--- src/rtl/spike_window_counter_pkg.sv ---
// spike_window_counter_pkg: shared FSM encoding and default widths for the spike counting path
package spike_window_counter_pkg;
   localparam int DEF_N_NEURONS = 32;
   localparam int DEF_CNT_W     = 32;
   typedef enum logic {IDLE = 1'b0, RUN = 1'b1} state_e;
endpackage

--- src/rtl/spike_window_counter_popcount.sv ---
// spike_popcount: combinational count of set bits in the per-cycle spike vector
module spike_popcount #(
   parameter int N_NEURONS = 32,
   parameter int CNT_W     = 32
) (
   input  logic [N_NEURONS-1:0] spikes_i,
   output logic [CNT_W-1:0]     cnt_o
);
   always_comb begin
      cnt_o = '0;
      for (int j = 0; j < N_NEURONS; j++) cnt_o = cnt_o + CNT_W'(spikes_i[j]);
   end
endmodule

--- src/rtl/spike_window_counter.sv ---
// spike_window_counter: accumulates pool spikes over a programmable window and hands the count downstream
module spike_window_counter
   import spike_window_counter_pkg::*;
#(
   parameter int N_NEURONS = DEF_N_NEURONS,
   parameter int CNT_W     = DEF_CNT_W
) (
   input  logic                 clk,
   input  logic                 reset,
   input  logic                 i_en,
   input  logic [N_NEURONS-1:0] i_spikes,
   input  logic [31:0]          i_window_len,
   output logic [CNT_W-1:0]     o_spike_cnt,
   output logic                 o_valid,
   input  logic                 i_ready,
   output logic                 o_overrun
);
   state_e            state_q, state_d;
   logic [31:0]       len_q, len_d, timer_q, timer_d, len_in;
   logic [CNT_W-1:0]  acc_q, acc_d, cnt_q, cnt_d, pop, sat;
   logic [CNT_W:0]    sum_w;
   logic              valid_q, valid_d, ovr_q, ovr_d;
   logic              start, run_en, last, restart;

   spike_popcount #(.N_NEURONS(N_NEURONS), .CNT_W(CNT_W)) u_pop (
      .spikes_i (i_spikes),
      .cnt_o    (pop)
   );

   always_ff @(posedge clk) begin
      if (!reset) state_q <= IDLE;
      else        state_q <= state_d;
   end

   always_comb state_d = (state_q == IDLE && i_en) ? RUN : state_q;

   always_comb begin
      start  = (state_q == IDLE) && i_en;
      run_en = (state_q == RUN) && i_en;
   end

   // carry out of the widened sum marks saturation
   always_comb begin
      sum_w   = {1'b0, acc_q} + {1'b0, pop};
      sat     = sum_w[CNT_W] ? '1 : sum_w[CNT_W-1:0];
      last    = run_en && (timer_q == len_q - 32'd1);
      restart = start || last;
      len_in  = (i_window_len == 32'd0) ? 32'd1 : i_window_len;
      len_d   = restart ? len_in : len_q;
      timer_d = restart ? 32'd0 : run_en ? timer_q + 32'd1 : timer_q;
      acc_d   = restart ? '0 : run_en ? sat : acc_q;
      cnt_d   = last ? sat : cnt_q;
      valid_d = last ? 1'b1 : (valid_q && i_ready) ? 1'b0 : valid_q;
      ovr_d   = ovr_q || (last && valid_q && !i_ready);
   end

   always_ff @(posedge clk) begin
      if (!reset) begin
         len_q   <= 32'd1;
         timer_q <= '0;
         acc_q   <= '0;
         cnt_q   <= '0;
         valid_q <= 1'b0;
         ovr_q   <= 1'b0;
      end else begin
         len_q   <= len_d;
         timer_q <= timer_d;
         acc_q   <= acc_d;
         cnt_q   <= cnt_d;
         valid_q <= valid_d;
         ovr_q   <= ovr_d;
      end
   end

   assign o_spike_cnt = cnt_q;
   assign o_valid     = valid_q;
   assign o_overrun   = ovr_q;
endmodule

--- config.mk ---
export PLATFORM = sky130hd
export DESIGN_NAME = spike_window_counter
export DESIGN_NICKNAME = d
export VERILOG_FILES = /design/src/rtl/spike_window_counter_pkg.sv /design/src/rtl/spike_window_counter_popcount.sv /design/src/rtl/spike_window_counter.sv
export SDC_FILE = /design/constraint.sdc
export NUM_CORES = 1
export LEC_CHECK = 0
export CORE_ASPECT_RATIO = 1.25
export CORE_MARGIN = 2
export CORE_UTILIZATION = 60
export DETAILED_ROUTE_END_ITERATION = 8
export DONT_BUFFER_PORTS = 1
export PLACE_DENSITY = 0.76
export SYNTH_ARGS = -nofsm -noshare
export SYNTH_HDL_FRONTEND = slang
export SYNTH_SLANG_ARGS = --single-unit
--- constraint.sdc ---
create_clock -name clk -period 11.9 [get_ports clk]
set_input_delay 0 -clock clk [delete_from_list [all_inputs] [get_ports clk]]
set_output_delay 0 -clock clk [all_outputs]
set_load 0.03 [all_outputs]
# Word-level counts from Yosys, hierarchy flattened
# Index checks and enable logic that the tools add are counted.
[op_classes] n_addsub=34 eq_ne=1 n_mux=4 bitwise_logic=2 reduce_logical=12
[op_table] op="$add A32 B1 Y32" n=30
[op_table] op="$mux W32" n=2
[op_table] op="$add A32 B32 Y33" n=1
[op_table] op="$add A32 B1 Y32 const B" n=1
[op_table] op="$eq A32 B32 Y1" n=1
[op_table] op="$logic_not A32 Y1" n=1
[op_table] op="$sub A32 B1 Y32 const B" n=1
[op_table] op="$logic_and A1 B1 Y1" n=6
[op_table] op="$add A1 B1 Y2" n=1
[op_table] op="$logic_or A1 B1 Y1" n=2
[op_table] op="$mux W1" n=2
[op_table] op="$not A1 Y1" n=2
[op_table] op="$reduce_bool A2 Y1" n=1
[op_table] op="$reduce_or A2 Y1" n=1
[op_table] op="$logic_not A1 Y1" n=1
[word_totals] ff_bits=131 in_bits=68 out_inout_bits=34 elab_cells=60

# Longest topological paths before layout
# Gate-level depths: netlist (run 1).
[logic_depth] word_depth=33 ltp_mapped=28 mapped_depth_nobuf=27

# Modules after synthesis
# A second synthesis (run 1) with hierarchy kept.
[hier_totals] hier_cells=1032 area_unflattened_um2=8798.4
[modules_own_cells] mod="spike_window_counter" n_inst=1 cells_per_inst=916 area_each_um2=7776.2 seq_area_each_um2=2622.5
[modules_own_cells] mod="spike_popcount" n_inst=1 cells_per_inst=116 area_each_um2=1022.2 seq_area_each_um2=0.0

# Worst setup path before layout (run 1)
# No wires, ideal clock.
[synth_timing] path_type="input to register" startpoint="input port i_spikes[0]" endpoint="register acc_q[9]" setup_time_ns=0.086 t_arrival_ns=6.508 required_time_ns=11.814 slack_ns=5.306 cell_stages=24 path_buffers=1 path_cell_list="ha_1 -> inv_1 -> fa_1 -> fa_1 -> fa_1 -> fa_1 -> fa_1 -> fa_1 -> fa_1 -> fa_1 -> inv_1 -> a21o_1 -> a21oi_1 -> xnor2_1 -> ha_1 -> inv_1 -> o211a_1 -> nor3_1 -> and2_1 -> nand3_1 -> clkbuf_1 -> a21oi_1 -> nor2_1 -> a211oi_1"
[synth_between] elab_chain_cells=33
[synth_rtl] item="start: declaration" line_no="spike_window_counter.sv:11" source="input logic [N_NEURONS-1:0] i_spikes,"
[synth_rtl] item="$add A1 B1 Y2" line_no="spike_window_counter_popcount.sv:11" source="for (int j = 0; j < N_NEURONS; j++) cnt_o = cnt_o + CNT_W'(spikes_i[j]);"
[synth_rtl] item="$add A32 B1 Y32 (30 in series)" line_no="spike_window_counter_popcount.sv:11"
[synth_rtl] item="$add A32 B32 Y33" line_no="spike_window_counter.sv:44" source="sum_w = {1'b0, acc_q} + {1'b0, pop};"
[synth_rtl] item="$mux W32" line_no="spike_window_counter.sv:45" source="sat = sum_w[CNT_W] ? '1 : sum_w[CNT_W-1:0];"
[synth_rtl] item="end signal: assignment" line_no="spike_window_counter.sv:61" source="acc_q <= '0;"
[synth_rtl] item="end signal: assignment" line_no="spike_window_counter.sv:68" source="acc_q <= acc_d;"
[synth_rtl] item="end: declaration" line_no="spike_window_counter.sv:20" source="logic [CNT_W-1:0] acc_q, acc_d, cnt_q, cnt_d, pop, sat;"
# No other way between the ends.
# A chain may end at the register's enable or synchronous reset.

# Worst setup path in the final report (run 1)
[layout_timing] startpoint="input port i_spikes[0]" endpoint="register cnt_q[20], in the netlist o_spike_cnt[20]"
[layout_between] elab_chain_cells=33
[layout_rtl] item="$add A1 B1 Y2" line_no="spike_window_counter_popcount.sv:11"
[layout_rtl] item="$add A32 B1 Y32 (30 in series)" line_no="spike_window_counter_popcount.sv:11"
[layout_rtl] item="$add A32 B32 Y33" line_no="spike_window_counter.sv:44"
[layout_rtl] item="$mux W32" line_no="spike_window_counter.sv:45"
[layout_rtl] item="end signal: assignment" line_no="spike_window_counter.sv:69" source="cnt_q <= cnt_d;"
[layout_rtl] item="end: declaration" line_no="spike_window_counter.sv:20"
# No other way between the ends.

==> results of run 1 <==
-- tightest hold or removal path, delay by kind of cell --
family | cells | cell delay, ps
buffers and inverters | 1 | 240
AND/OR/NAND/NOR | 2 | 140
AO/OA/AOI/OAI | 1 | 50
-- layout make-up --
class / instances / area [um2] / area share (%)
Clock buffer: 19 / 443 / 5.03
Clock inverter: 12 / 109 / 1.24
Inverter: 65 / 244 / 2.77
Multi-Input combinational cell: 708 / 4720 / 53.6
Sequential cell: 131 / 2620 / 29.8
Tap cell: 168 / 210 / 2.39
Timing Repair Buffer: 46 / 460 / 5.23
-- report_power, final --
part / leakage [nW] / internal, W / switching [W]
registers: 1.06 / 0.000451 / 0.0000156
clock network: 0.258 / 0.000291 / 0.000201
logic: 2.07 / 0.000301 / 0.000393
total: 3.39 / 0.00104 / 0.000610
-- what timing repair did --
action	CTS	global route
hold buffers	39	0
endpoints found under the hold margin	49	0
setup buffers	0	0
resized for setup	0	0
-- per-stage QoR --
stage / hold WS, ps / cells
2_1_floorplan: 116 / 963
3_3_place_gp: 118 / 1079
3_5_place_dp: 126 / 1079
4_1_cts: 43.2 / 1149
5_1_grt: 73.4 / 1149
6_report: 60.7 / 1149
-- cells by family after synthesis --
| kind of cell | synth area share (%) |
|---|---|
| buffers and inverters | 6.84 |
| and+or+nand+nor | 23.8 |
| DFF | 33.3 |
| muxes | 1.94 |
| AOI/OAI and AO/OA | 14.7 |
| xor gates and xnor gates | 10.5 |
| adders and majority gates | 8.91 |
-- metal layers --
layer | vias to the layer above | track usage (%) | routed length (um)
li1 | 3357 | - | -
met3 | 50 | 6.38 | 1050
met5 | - | 0 | 0
met4 | 0 | 10.5 | 553
met1 | 3194 | 32.2 | 7670
met2 | 203 | 47.5 | 9600
-- state kept, by name (all words and copies together) (netlist names) --
name         flops
len_q           32
o_valid          1
acc_q           32
o_spike_cnt     32
timer_q         32
state_q          1
o_overrun        1
-- cell usage in the layout (no fill, tap or decap), types with 12 or more instances in the layout --
cell	Yosys	routed
a21oi_1	44	44
and3_1	12	12
nand2_1	78	78
dlygate4sd3_1	0	38
xnor2_1	50	50
nor3_1	22	22
nand4_1	17	17
ha_1	16	16
clkbuf_16	0	17
dfxtp_1	131	131
xor2_1	44	44
a311oi_1	13	13
nor2_1	102	102
nor4_1	21	21
mux2i_1	13	13
fa_1	25	25
nand3_1	75	75
o211a_1	17	17
inv_1	65	65
o21ai_0	55	55
-- worst max-delay path by stage --
stage               cells after the start               to  slack [ps]   startpoint
detailed placement                     24        acc_q[19]        4750  i_spikes[0]
floorplan                              24         acc_q[9]        5310  i_spikes[0]
finish                                 24  o_spike_cnt[20]        4930  i_spikes[0]
CTS                                    24  o_spike_cnt[20]        4930  i_spikes[0]
global placement                       24        acc_q[19]        4900  i_spikes[0]
global route                           27  o_spike_cnt[20]        4480  i_spikes[0]
==> impl_metrics.env, run 1 <==
export IMPL_hpwl_mm=12.8
export IMPL_synth_area_leaders="dfxtp_1 (33%), fa_1 (6.4%), xnor2_1 (5.6%)"
export IMPL_cp_max_fo=44
export IMPL_crit_chain="ha_1 -> inv_1 -> fa_1 -> fa_1 -> fa_1 -> fa_1 -> fa_1 -> fa_1 -> fa_1 -> fa_1 -> inv_1 -> a21o_1 -> a21oi_1 -> xnor2_1 -> ha_1 -> inv_1 -> o211a_1 -> nor3_1 -> and2_1 -> nand3_1 -> buf_4 -> nand3_1 -> o211a_1 -> dlygate4sd3_1"
export IMPL_synth_flop_cell="dfxtp_1"
export IMPL_finalCritPeriodShare_pct=58.5
export IMPL_yosysMostFrequentCell="dfxtp_1"
export IMPL_wirelength_mm=18.9
export IMPL_status="finished clean"
export IMPL_ys_seq_area_share_pct=33.3
export IMPL_skew_ps=11.2
export IMPL_drtAntennaViolNets=0
export IMPL_preCtsSetupSlack_ps=4750
export IMPL_max_slew_margin_pct=35.5
export IMPL_placed_area_um2=7850
export IMPL_die_area_um2=14000
export IMPL_route_detailed_drc=0
export IMPL_setup_violations_final=0
export IMPL_rsz0062_at_grt="no"
export IMPL_port_buffers=0
export IMPL_dr_pass1_iters=7
export IMPL_ir_worst_vdd_uv=265
export IMPL_drv_slew=0
export IMPL_critPathRequiredTime_ps=12280
export IMPL_yosysWarnings=0
export IMPL_yosys_cell_types_count=62
export IMPL_fin_util_pct=69.3
export IMPL_clkTransAtPathRegs_ps=60
export IMPL_finalHoldViolCount=0
export IMPL_yosysTopAreaCell="dfxtp_1"
export IMPL_min_period_ps=6970
export IMPL_min_to="acc_q[30]"
export IMPL_grt_antenna_before_repair=0
export IMPL_path_delay_family="adder cells"
export IMPL_crit_type="input port to register"
export IMPL_power_total_w=0.00165
export IMPL_wl_per_cell_um=16.4
export IMPL_rows=46
export IMPL_hold_path_depth=4
export IMPL_diodes=0
export IMPL_syn_avg_cell_area_um2=8.17
export IMPL_syn_nets=1072
export IMPL_synth_seq_cells=131
export IMPL_core_area_um2=12700
export IMPL_vias=6804
export IMPL_grt_pass1_vias=6576
export IMPL_reg2reg_from="len_q[0]"
export IMPL_setup_ws_ps=4930
export IMPL_num_fill_cells=1012
export IMPL_vias_per_cell=5.92
export IMPL_io_pins=102
export IMPL_synth_top_area_share_pct=33.3
export IMPL_synth_edf_count=0
export IMPL_power_leakage_nw=3.39
export IMPL_cp_buffers_inverters=5
export IMPL_tns_ps=0
export IMPL_clock_fmax_mhz=144
export IMPL_r2r_end="len_q[3]"
export IMPL_gp_congestion=0.851
export IMPL_drv_cap=0
export IMPL_area_growth_pct=12.0
export IMPL_grt_pass1_wl_mm=30.8
export IMPL_power_density_nw_per_um2=188
export IMPL_crit_top_cell="fa_1"
export IMPL_max_stage_delay_ps=740
export IMPL_grt_max_degree=74
export IMPL_finalNetCount=1078
export IMPL_drtIter0Drc=467
export IMPL_synthCells=963
export IMPL_crit_path_end_kind="register"
export IMPL_die_y_um=132
export IMPL_grt_overflow=0
export IMPL_worst_path_max_delay_cell="nor3_1"
export IMPL_clkSinkCount=131
export IMPL_worstMarginPinSlew_ps=966
export IMPL_h_tree_depth=4
export IMPL_async_flop_share_pct=0
export IMPL_start_kind="input port"
export IMPL_hold_path_startpoint="i_en"
export IMPL_cts_tree="built"
export IMPL_cp_data_arrival_time_ps=7340
export IMPL_reg2reg_depth=14
export IMPL_synth_common_cells="dfxtp_1 (131), nor2_1 (102), nand2_1 (78), nand3_1 (75), inv_1 (65)"
export IMPL_rrSetupSlack_ps=6810
export IMPL_grt_usage_pct=27.2
export IMPL_post_route_cell_area_um2=8810
export IMPL_cts_buffers=17
export IMPL_min_path_type="input port to register"
export IMPL_layout_drive_gt1_share_pct=4.79
export IMPL_syn_area_um2=7870
export IMPL_chipWidth_um=106
export IMPL_clkLatencyLatePin_ps=430
export IMPL_clk_path_buf_depth=2
export IMPL_start_util_pct=61.8
export IMPL_cts_root_buf="clkbuf_16"
(Power assumes the default switching activity.)
==> run 2, diff against run 1 <==
ABC_AREA = 1   (was default)
clock period = 6.41 ns   (was 11.9 ns; I/O delays follow)
==> run 2 against run 1 <==
Final cell count increased by 33%. Cell area increased by 11%. First-iteration DRC count increased by 3.9%. Global-route usage increased by 3.0 points. Power increased by 100%. Die area increased by 9.1%. Worst hold slack improved by 96 ps. Synthesized cell count increased by 36%. Worst setup slack got worse by 4400 ps. Clock skew increased by 1.4 ps. Core utilization increased by 0.67 points. Critical endpoint is now acc_q[21]. Largest power group unchanged.
==> impl_metrics.env, run 2 <==
export IMPL_tns_ps=0
export IMPL_min_to="acc_q[21]"
export IMPL_synth_flop_cell="dfxtp_1"
export IMPL_drv_slew=0
export IMPL_drtAntennaViolNets=0
export IMPL_port_buffers=0
export IMPL_finalCritPeriodShare_pct=91.9
export IMPL_skew_ps=12.6
export IMPL_drv_cap=0
export IMPL_crit_top_cell="fa_1"
export IMPL_yosysMostFrequentCell="nor2_1"
export IMPL_finalNetCount=1449
export IMPL_dr_pass1_iters=6
export IMPL_crit_path_end_kind="register"
export IMPL_wirelength_mm=22.2
export IMPL_io_pins=102
export IMPL_synthCells=1310
export IMPL_diodes=0
export IMPL_syn_nets=1419
export IMPL_async_flop_share_pct=0
export IMPL_die_area_um2=15300
export IMPL_synth_top_area_share_pct=30.5
export IMPL_max_stage_delay_ps=540
export IMPL_core_area_um2=13900
export IMPL_final_cell_mix="nor2_1 (275), nand2_1 (263), inv_1 (169), dfxtp_1 (131), a21oi_1 (82)"
export IMPL_drtIter0Drc=485
export IMPL_reg2reg_depth=16
export IMPL_preCtsSetupSlack_ps=94.0
export IMPL_final_common_cell="nor2_1"
export IMPL_setup_ws_ps=519
export IMPL_max_slew_margin_pct=46.8
export IMPL_cp_data_arrival_time_ps=6180
export IMPL_setup_violations_final=0
export IMPL_yosysTopAreaCell="dfxtp_1"
export IMPL_hold_path_startpoint="reset"
export IMPL_hpwl_mm=15.6
export IMPL_die_y_um=138
export IMPL_worstMarginPinSlew_ps=797
export IMPL_hold_ws_ps=157
export IMPL_cts_root_buf="clkbuf_16"
export IMPL_area_growth_pct=13.2
export IMPL_cts_tree="built"
export IMPL_start_kind="input port"
export IMPL_syn_area_um2=8610
export IMPL_wl_per_cell_um=14.5
export IMPL_synth_common_cells="nor2_1 (275), nand2_1 (264), inv_1 (169), dfxtp_1 (131), a21oi_1 (82)"
export IMPL_vias=8324
export IMPL_r2r_end="len_q[0]"
export IMPL_cts_buffers=17
export IMPL_rrSetupSlack_ps=2450
export IMPL_min_path_type="input port to register"
export IMPL_wl_met2_mm=11.6
export IMPL_power_leakage_nw=4.44
export IMPL_finalHoldViolCount=0
export IMPL_crit_chain="ha_1 -> inv_1 -> fa_1 -> fa_1 -> fa_1 -> fa_1 -> fa_1 -> fa_1 -> fa_1 -> fa_1 -> o21ai_0 -> xor2_1 -> ha_1 -> a21oi_1 -> o21ai_0 -> nand2_1 -> nand2_1 -> nand2_1 -> nor2_1 -> inv_1 -> o21ai_0 -> o211ai_1 -> a21oi_1 -> nor2_1"
export IMPL_clkLatencyLatePin_ps=420
export IMPL_synth_seq_cells=131
export IMPL_hold_path_depth=3
export IMPL_clk_path_buf_depth=2
export IMPL_ys_seq_area_share_pct=30.5
export IMPL_cts_setup_buffers=0
export IMPL_clkSinkCount=131
export IMPL_yosysWarnings=0
export IMPL_power_density_nw_per_um2=344
export IMPL_grt_antenna_before_repair=0
export IMPL_grt_pass1_wl_mm=37.7
export IMPL_synth_area_leaders="dfxtp_1 (30%), nor2_1 (12%), nand2_1 (12%)"
export IMPL_clkTransAtPathRegs_ps=60
export IMPL_status="finished clean"
export IMPL_min_period_ps=5890
export IMPL_ir_worst_vdd_uv=375
export IMPL_synth_edf_count=0
export IMPL_route_met3_wl_um=882
export IMPL_yosys_cell_types_count=36
export IMPL_rsz0062_at_grt="no"
export IMPL_grt_pass1_vias=8269
export IMPL_h_tree_depth=4
export IMPL_clock_fmax_mhz=170
export IMPL_gp_congestion=0.924
export IMPL_chipWidth_um=111
export IMPL_syn_avg_cell_area_um2=6.57
export IMPL_reg2reg_from="len_q[0]"
export IMPL_cp_max_fo=6
export IMPL_grt_overflow=0
export IMPL_rows=48
export IMPL_route_top_layer_used="met4"
export IMPL_grt_max_degree=65
export IMPL_vias_per_cell=5.45
export IMPL_crit_type="input port to register"
export IMPL_layout_drive_gt1_share_pct=4.51
export IMPL_worst_path_max_delay_cell="fa_1"
export IMPL_route_detailed_drc=0
export IMPL_grt_usage_pct=30.2
export IMPL_wl_met1_mm=8.41
export IMPL_critPathRequiredTime_ps=6700
export IMPL_start_util_pct=61.8
run 2: per-layer routing:
metal  track usage [%]  vias to the layer above
li1                  -                     4205
met5                 0                        -
met4              18.9                        0
met2              58.0                      253
met3              5.29                       88
met1              30.5                     3778
run 2: kinds of logic (layout without fill, tap and decap cells):
logic type                 after synthesis  in the layout  share of synthesized area, %
and+or+nand+nor                        725            725                          36.1
buffers and inverters                  215            258                          9.90
AOI/OAI and AO/OA                      136            136                          8.94
DFF                                    131            131                          30.5
xor gates and xnor gates                62             62                          6.47
adders and majority gates               41             41                          8.14
run 2: what timing repair did:
action,in CTS,in global routing
gates resized for setup,0,0
endpoints found under the hold margin,39,0
hold buffers,46,0
run 2: critical path: cells and delay by family:
kind	cells	cell delay (ps)
and+or+nand+nor	5	550
buffers and inverters	2	160
adders and majority gates	10	4360
AOI/OAI and AO/OA	6	1000
xor gates and xnor gates	1	100
run 2: cell type report:
| cell class | count | area [um2] |
|---|---|---|
| fill | 1231 | 4190 |
| inverter | 171 | 642 |
| tap | 175 | 219 |
| clock buffer | 19 | 453 |
| clock inverter | 13 | 124 |
| multi-input combinational | 964 | 5140 |
| timing repair buffer | 55 | 538 |
| sequential | 131 | 2620 |
run 2: through the flow:
stage | std cells | total power (W) | util (%) | cell area [um2]
after floorplan | 1310 | 0.00213 | - | 8610
after global placement | 1450 | 0.00231 | 62.4 | 8690
after detailed placement | 1450 | 0.00238 | 62.4 | 8690
after CTS | 1528 | 0.00337 | 69.9 | 9740
after global routing | 1528 | 0.00367 | 69.9 | 9740
final | 1528 | 0.00335 | 69.9 | 9740
run 2: power breakdown:
part	internal (W)	switching (W)	total, W
Combinational	0.000633	0.000894	0.00153
Clock	0.000559	0.000389	0.000949
Sequential	0.000843	0.0000331	0.000876
run 2: how the worst max path moves through the flow:
| stage | start | to | cells after the start |
|---|---|---|---|
| floorplan | i_spikes[0] | o_spike_cnt[5] | 23 |
| global placement | i_spikes[0] | acc_q[23] | 25 |
| detailed placement | i_spikes[0] | acc_q[23] | 25 |
| CTS | i_spikes[0] | acc_q[23] | 25 |
| global route | i_spikes[0] | acc_q[3] | 30 |
| finish | i_spikes[0] | acc_q[21] | 24 |
